`config.mk`:
```
export PLATFORM = sky130hd
export DESIGN_NAME = memory_stage_reg
export DESIGN_NICKNAME = d
export VERILOG_FILES = /design/src/rtl/memory_stage_reg.sv
export SDC_FILE = /design/constraint.sdc
export NUM_CORES = 1
export LEC_CHECK = 0
export CORE_MARGIN = 1
export CORE_UTILIZATION = 37
export CTS_BUF_LIST = sky130_fd_sc_hd__clkbuf_8 sky130_fd_sc_hd__clkbuf_16
export CTS_CLUSTER_DIAMETER = 200
export DETAILED_ROUTE_END_ITERATION = 10
export PLACE_DENSITY = 0.78
export SYNTH_ARGS = -nofsm -noshare
export SYNTH_HDL_FRONTEND = slang
export SYNTH_SLANG_ARGS = --single-unit
```
`constraint.sdc`:
```
create_clock -name clk -period 2.8 [get_ports clk]
set_input_delay 0.56 -clock clk [delete_from_list [all_inputs] [get_ports clk]]
set_output_delay 0.56 -clock clk [all_outputs]
set_load 0.01 [all_outputs]
```
`src/rtl/memory_stage_reg.sv`:
```
// Execute-to-memory pipeline register with load/store unit.
// Runs the data-memory access over a valid/ready port and stalls the front end while it waits.
module memory_stage_reg #(
    parameter int unsigned DPW     = 32,
    parameter int unsigned TIMEOUT = 15
) (
    input  logic           clk,
    input  logic           rst,
    input  logic           regwriteE,
    input  logic           resultsrcE,
    input  logic           memwriteE,
    input  logic [2:0]     funct3E,
    input  logic [DPW-1:0] aluresultE,
    input  logic [DPW-1:0] writedataE,
    input  logic [4:0]     RdE,
    output logic           regwriteM,
    output logic           resultsrcM,
    output logic [DPW-1:0] aluresultM,
    output logic [DPW-1:0] ReadDataM,
    output logic [4:0]     RdM,
    output logic           stallM,
    output logic           memerrM,
    output logic           dmem_timeout,
    output logic           dmem_valid,
    output logic           dmem_we,
    output logic [DPW-1:0] dmem_addr,
    output logic [3:0]     dmem_be,
    output logic [DPW-1:0] dmem_wdata,
    input  logic           dmem_ready,
    input  logic [DPW-1:0] dmem_rdata
);
    localparam logic [0:0] StIdle  = 1'b0;
    localparam logic [0:0] StWait  = 1'b1;
    localparam logic [7:0] CntLast = 8'(TIMEOUT - 1);

    logic           regwrite_q;
    logic           resultsrc_q;
    logic           memwrite_q;
    logic [2:0]     funct3_q;
    logic [DPW-1:0] aluresult_q;
    logic [DPW-1:0] writedata_q;
    logic [4:0]     rd_q;
    logic [7:0]     cnt_q, cnt_d;
    logic [0:0]     state_q, state_d;

    logic           memreq;
    logic           illegal_f3;
    logic           misaligned;
    logic           memerr;
    logic           memop;
    logic           timeout;
    logic           stall;
    logic [7:0]     byte_sel;
    logic [15:0]    half_sel;
    logic [DPW-1:0] load_ext;

    // Reset clears every field, which leaves a bubble in M.
    always_ff @(posedge clk or posedge rst) begin
        if (rst) begin
            regwrite_q  <= 1'b0;
            resultsrc_q <= 1'b0;
            memwrite_q  <= 1'b0;
            funct3_q    <= 3'b000;
            aluresult_q <= '0;
            writedata_q <= '0;
            rd_q        <= 5'd0;
        end else if (!stall) begin
            regwrite_q  <= regwriteE;
            resultsrc_q <= resultsrcE;
            memwrite_q  <= memwriteE;
            funct3_q    <= funct3E;
            aluresult_q <= aluresultE;
            writedata_q <= writedataE;
            rd_q        <= RdE;
        end
    end

    always_ff @(posedge clk or posedge rst) begin
        if (rst) begin
            state_q <= StIdle;
            cnt_q   <= 8'd0;
        end else begin
            state_q <= state_d;
            cnt_q   <= cnt_d;
        end
    end

    always_comb begin
        memreq     = resultsrc_q | memwrite_q;
        illegal_f3 = (funct3_q == 3'b011) || (funct3_q[2:1] == 2'b11);
        misaligned = ((funct3_q[1:0] == 2'b01) && aluresult_q[0]) ||
                     ((funct3_q[1:0] == 2'b10) && (aluresult_q[1:0] != 2'b00));
        memerr     = memreq & (illegal_f3 | misaligned);
        memop      = memreq & ~memerr;
        timeout    = memop & ~dmem_ready & (cnt_q == CntLast);
        stall      = memop & ~dmem_ready & ~timeout;
    end

    // The count clears whenever the register advances, including on a timeout.
    always_comb begin
        cnt_d   = stall ? cnt_q + 8'd1 : 8'd0;
        state_d = state_q;
        case (state_q)
            StIdle:  if (stall)  state_d = StWait;
            StWait:  if (!stall) state_d = StIdle;
            default: state_d = StIdle;
        endcase
    end

    always_comb begin
        dmem_be    = 4'b0000;
        dmem_wdata = '0;
        if (memop) begin
            if (memwrite_q) begin
                case (funct3_q[1:0])
                    2'b00: begin
                        dmem_be    = 4'b0001 << aluresult_q[1:0];
                        dmem_wdata = {4{writedata_q[7:0]}};
                    end
                    2'b01: begin
                        dmem_be    = 4'b0011 << aluresult_q[1:0];
                        dmem_wdata = {2{writedata_q[15:0]}};
                    end
                    default: begin
                        dmem_be    = 4'b1111;
                        dmem_wdata = writedata_q;
                    end
                endcase
            end else begin
                dmem_be = 4'b1111;
            end
        end
    end

    always_comb begin
        byte_sel = dmem_rdata[7:0];
        case (aluresult_q[1:0])
            2'b00:   byte_sel = dmem_rdata[7:0];
            2'b01:   byte_sel = dmem_rdata[15:8];
            2'b10:   byte_sel = dmem_rdata[23:16];
            default: byte_sel = dmem_rdata[31:24];
        endcase
        half_sel = aluresult_q[1] ? dmem_rdata[31:16] : dmem_rdata[15:0];
        load_ext = dmem_rdata;
        case (funct3_q)
            3'b000:  load_ext = {{(DPW-8){byte_sel[7]}}, byte_sel};
            3'b100:  load_ext = {{(DPW-8){1'b0}}, byte_sel};
            3'b001:  load_ext = {{(DPW-16){half_sel[15]}}, half_sel};
            3'b101:  load_ext = {{(DPW-16){1'b0}}, half_sel};
            default: load_ext = dmem_rdata;
        endcase
    end

    // W samples every clock, so stalled or aborted cycles must look like bubbles.
    always_comb begin
        regwriteM    = regwrite_q & ~stall & ~memerr & ~timeout;
        resultsrcM   = resultsrc_q;
        aluresultM   = aluresult_q;
        RdM          = rd_q;
        ReadDataM    = (memop & resultsrc_q & dmem_ready) ? load_ext : '0;
        stallM       = stall;
        memerrM      = memerr;
        dmem_timeout = timeout;
        dmem_valid   = memop;
        dmem_we      = memwrite_q;
        dmem_addr    = {aluresult_q[DPW-1:2], 2'b00};
    end

endmodule
```
==> results.sh <==
export IMPL_clk_pin_slew_ps=70
export IMPL_ctsHtreeMaxLevel=3
export IMPL_crit_chain="dlygate4sd2_1, inv_2, mux4_2, or3_4, buf_4, a21oi_1, buf_2"
export IMPL_cts_path_max_buffers=2
export IMPL_synth_ff_type="dfrtp_1"
export IMPL_m1WireLength_um=6570
export IMPL_cp_required_ps=2240
export IMPL_max_slew_margin_pct=60.6
export IMPL_nets=809
export IMPL_ys_seq_elements=83
export IMPL_num_antenna_cells=0
export IMPL_grt_overflow=0
export IMPL_fp_row_count=42
export IMPL_critPathTopFamily="buffers and inverters"
export IMPL_tns_ps=0
export IMPL_dieArea_mm2=0.0141
export IMPL_crit_path_end_kind="output port"
export IMPL_die_height_um=119
export IMPL_pin_count=254
export IMPL_core_area_mm2=0.0132
export IMPL_final_hold_viol_count=0
export IMPL_dp_cells=857
export IMPL_synth_edff_count=0
export IMPL_power_density_mw_per_mm2=561
export IMPL_grt_pass1_vias=4419
export IMPL_route_detailed_drc=0
export IMPL_yosysWarnings=0
export IMPL_syn_to_final_growth_pct=59.7
export IMPL_synthTopCellsByArea="dfrtp_1 (41%), mux2_4 (15%), mux2_2 (5.4%), mux2i_1 (4.8%), buf_4 (4.8%)"
export IMPL_power_leakage_nw=3.80
export IMPL_drtIter0Drc=247
export IMPL_postSynthCellCount=455
export IMPL_met3WireLength_um=1120
export IMPL_startpoint="dmem_rdata[31]"
export IMPL_rr_worst_depth=7
export IMPL_start_kind="input pin"
export IMPL_cts_made_buffers=9
export IMPL_dp_hpwl_um=11700
export IMPL_grt_max_degree=84
export IMPL_grt_first_pass_wirelength_um=24300
export IMPL_ys_seq_area_share_pct=41.2
export IMPL_drv_slew=0
export IMPL_drt_first_pass_iters=4
export IMPL_place_congestion=0.926
export IMPL_critPathBufInv=4
export IMPL_clock_sinks=83
export IMPL_viasPerCell=4.93
export IMPL_wl_um=15500
export IMPL_fmax_ghz=0.365
export IMPL_hp_class="input pin to async pin"
export IMPL_worst_pin_slew_ps=590
export IMPL_cap_violations=0
export IMPL_ir_worst_vdd_mv=0.419
export IMPL_status="finished clean"
export IMPL_final_core_util_pct=60.8
export IMPL_portBuffers=251
export IMPL_antenna_left=0
export IMPL_dr_total_vias=4326
export IMPL_reg2reg_from="aluresultM[1]$_DFFE_PP0N_"
export IMPL_hold_buffers=0
export IMPL_crit_fanout=5
export IMPL_fin_crit_ps=2740
export IMPL_finalSetupViolations=0
export IMPL_pre_cts_ws_ps=-666
export IMPL_yosysTopAreaCell="dfrtp_1"
export IMPL_rr_endpoint="funct3_q[2]$_DFFE_PP0N_"
export IMPL_crit_cells=7
export IMPL_clock_latency_ps=340
export IMPL_gr_usage_all_layers_pct=22.0
export IMPL_tritoncts="built"
export IMPL_synth_top_cell_area_share_pct=41.2
export IMPL_die_x_um=119
export IMPL_synthArstFlopShare_pct=100
export IMPL_met2_wirelength_um=7620
export IMPL_fin_ws_ps=60.8
export IMPL_critical_path_class="input pin to output port"
export IMPL_netlist_area_mm2=0.00504
export IMPL_fin_crit_sh_pct=97.8
export IMPL_synth_cell_types=44
export IMPL_fin_skew_ps=9.41
export IMPL_cp_slowest_cell="mux4_2"
export IMPL_stdcell_count=878
export IMPL_r2r_slack_ps=480
export IMPL_cpPeakStageDelay_ps=480
export IMPL_highest_layer="met4"
export IMPL_cp_arrival_ps=2180
export IMPL_start_util_pct=38.1
export IMPL_cts_root_buf="clkbuf_16"
export IMPL_antenna_found_initial=0
export IMPL_endpoint="ReadDataM[15]"
export IMPL_routedWlPerCell_um=17.7
export IMPL_synth_area_per_cell_um2=11.1
export IMPL_drive_gt1_share_pct=25.5
-- per-stage QoR --
stage                     cell area, um2  hold WS, ps  power [mW]
after floorplan                     5050          463        2.40
after global placement              7720          483        3.19
after detailed placement            7720          493        3.21
after CTS                           8040          503        4.55
after global routing                8050          523        4.73
final                               8050          500        4.52
-- layer usage --
metal | vias up | track usage, %
li1 | 2035 | -
met1 | 2088 | 27.5
met2 | 188 | 37.8
met3 | 15 | 5.45
met4 | 0 | 5.62
met5 | - | 0
-- layout make-up --
type / instances / area, um2
clock buffers: 9 / 225
clock inverters: 7 / 116
fillers: 1101 / 5190
inverters: 11 / 42.5
multi-input cells: 295 / 2570
flip-flops and latches: 83 / 2080
well taps: 176 / 220
repair buffers: 297 / 2800
-- state kept, by name (all words and copies together), names as in the netlist --
signal / count
writedata_q: 32
dmem_we: 1
resultsrcM: 1
regwrite_q: 1
aluresultM: 32
RdM: 5
funct3_q: 3
cnt_q: 8
-- synthesized netlist by cell type (2+ instances only) --
cell	instances
a211oi_1	2
a21oi_1	28
a22o_1	8
a22oi_1	7
and2_1	2
and3_1	9
buf_1	3
buf_2	6
buf_4	32
buf_6	7
clkbuf_1	19
dfrtp_1	83
ha_1	2
inv_1	10
mux2_2	24
mux2_4	50
mux2i_1	24
mux4_2	8
nand2_1	19
nand4_1	2
nor2_1	50
nor2b_1	18
nor3_1	14
o21ai_0	3
or3_1	2
xor2_1	5
-- worst reg2reg max path, cell delays in order (launching register included) --
cell	delay [ps]
dfrtp_1	390
buf_6	180
nor4_4	50
buf_4	150
o32ai_2	290
or3_4	220
buf_12	420
mux2_2	500
-- cell families after synthesis --
group                      Yosys count  share of synthesized area (%)
and+or+nand+nor                    123                           11.9
muxes                              107                           28.8
DFF                                 83                           41.2
buffers and inverters               78                           9.38
AOI/OAI and AO/OA                   55                           7.07
xor gates and xnor gates             6                           1.04
adders and majority gates            2                          0.496
other                                1                         0.0744
-- how the worst min path moves through the flow --
stage	cells after the start	endpoint	start
CTS	2	aluresultM[28]$_DFFE_PP0N_	rst
finish	2	aluresultM[21]$_DFFE_PP0N_	rst
global route	1	writedata_q[16]$_DFFE_PP0N_	writedata_q[16]$_DFFE_PP0N_
detailed placement	1	RdM[1]$_DFFE_PP0N_	RdM[1]$_DFFE_PP0N_
global placement	1	regwrite_q$_DFFE_PP0N_	regwrite_q$_DFFE_PP0N_
floorplan	1	cnt_q[0]$_DFF_PP0_	cnt_q[0]$_DFF_PP0_
-- power breakdown --
part	internal [mW]	total [mW]	switching [mW]	leakage (nW)
Clock	0.870	1.36	0.487	0.165
Combinational	0.972	1.68	0.713	2.65
Sequential	1.34	1.48	0.135	0.982
-- layout by cell type, fill, tap and decap left out, types with 2 or more instances in the layout --
cell type and instances:
nor3_2 2, clkdlybuf4s15_1 4, nand2_1 19, nor2_1 48
a22o_1 8, nor3_1 12, clkinv_2 3, mux2i_1 23
dfrtp_1 80, a21oi_1 27, clkdlybuf4s50_1 182, nor2_2 2
mux2_4 50, and2_1 2, mux4_2 8, nand4_1 2
mux2_2 24, conb_1 2, xor2_1 5, clkbuf_16 9
buf_12 5, buf_2 12, and3_1 9, dlygate4sd2_1 49
dfrtp_2 3, buf_6 4, o21ai_0 3, a22oi_1 7
a211oi_1 2, nor2b_1 18, clkbuf_2 3, buf_4 37
inv_1 8, ha_1 2, bufinv_16 3, or3_4 3
-- what timing repair did --
action,4_1_cts,5_1_grt
setup buffers,3,2
pin swaps,3,2
setup endpoints to repair,72,28
gates resized for setup,117,16
Note: power is estimated with default switching activity, not from simulation.
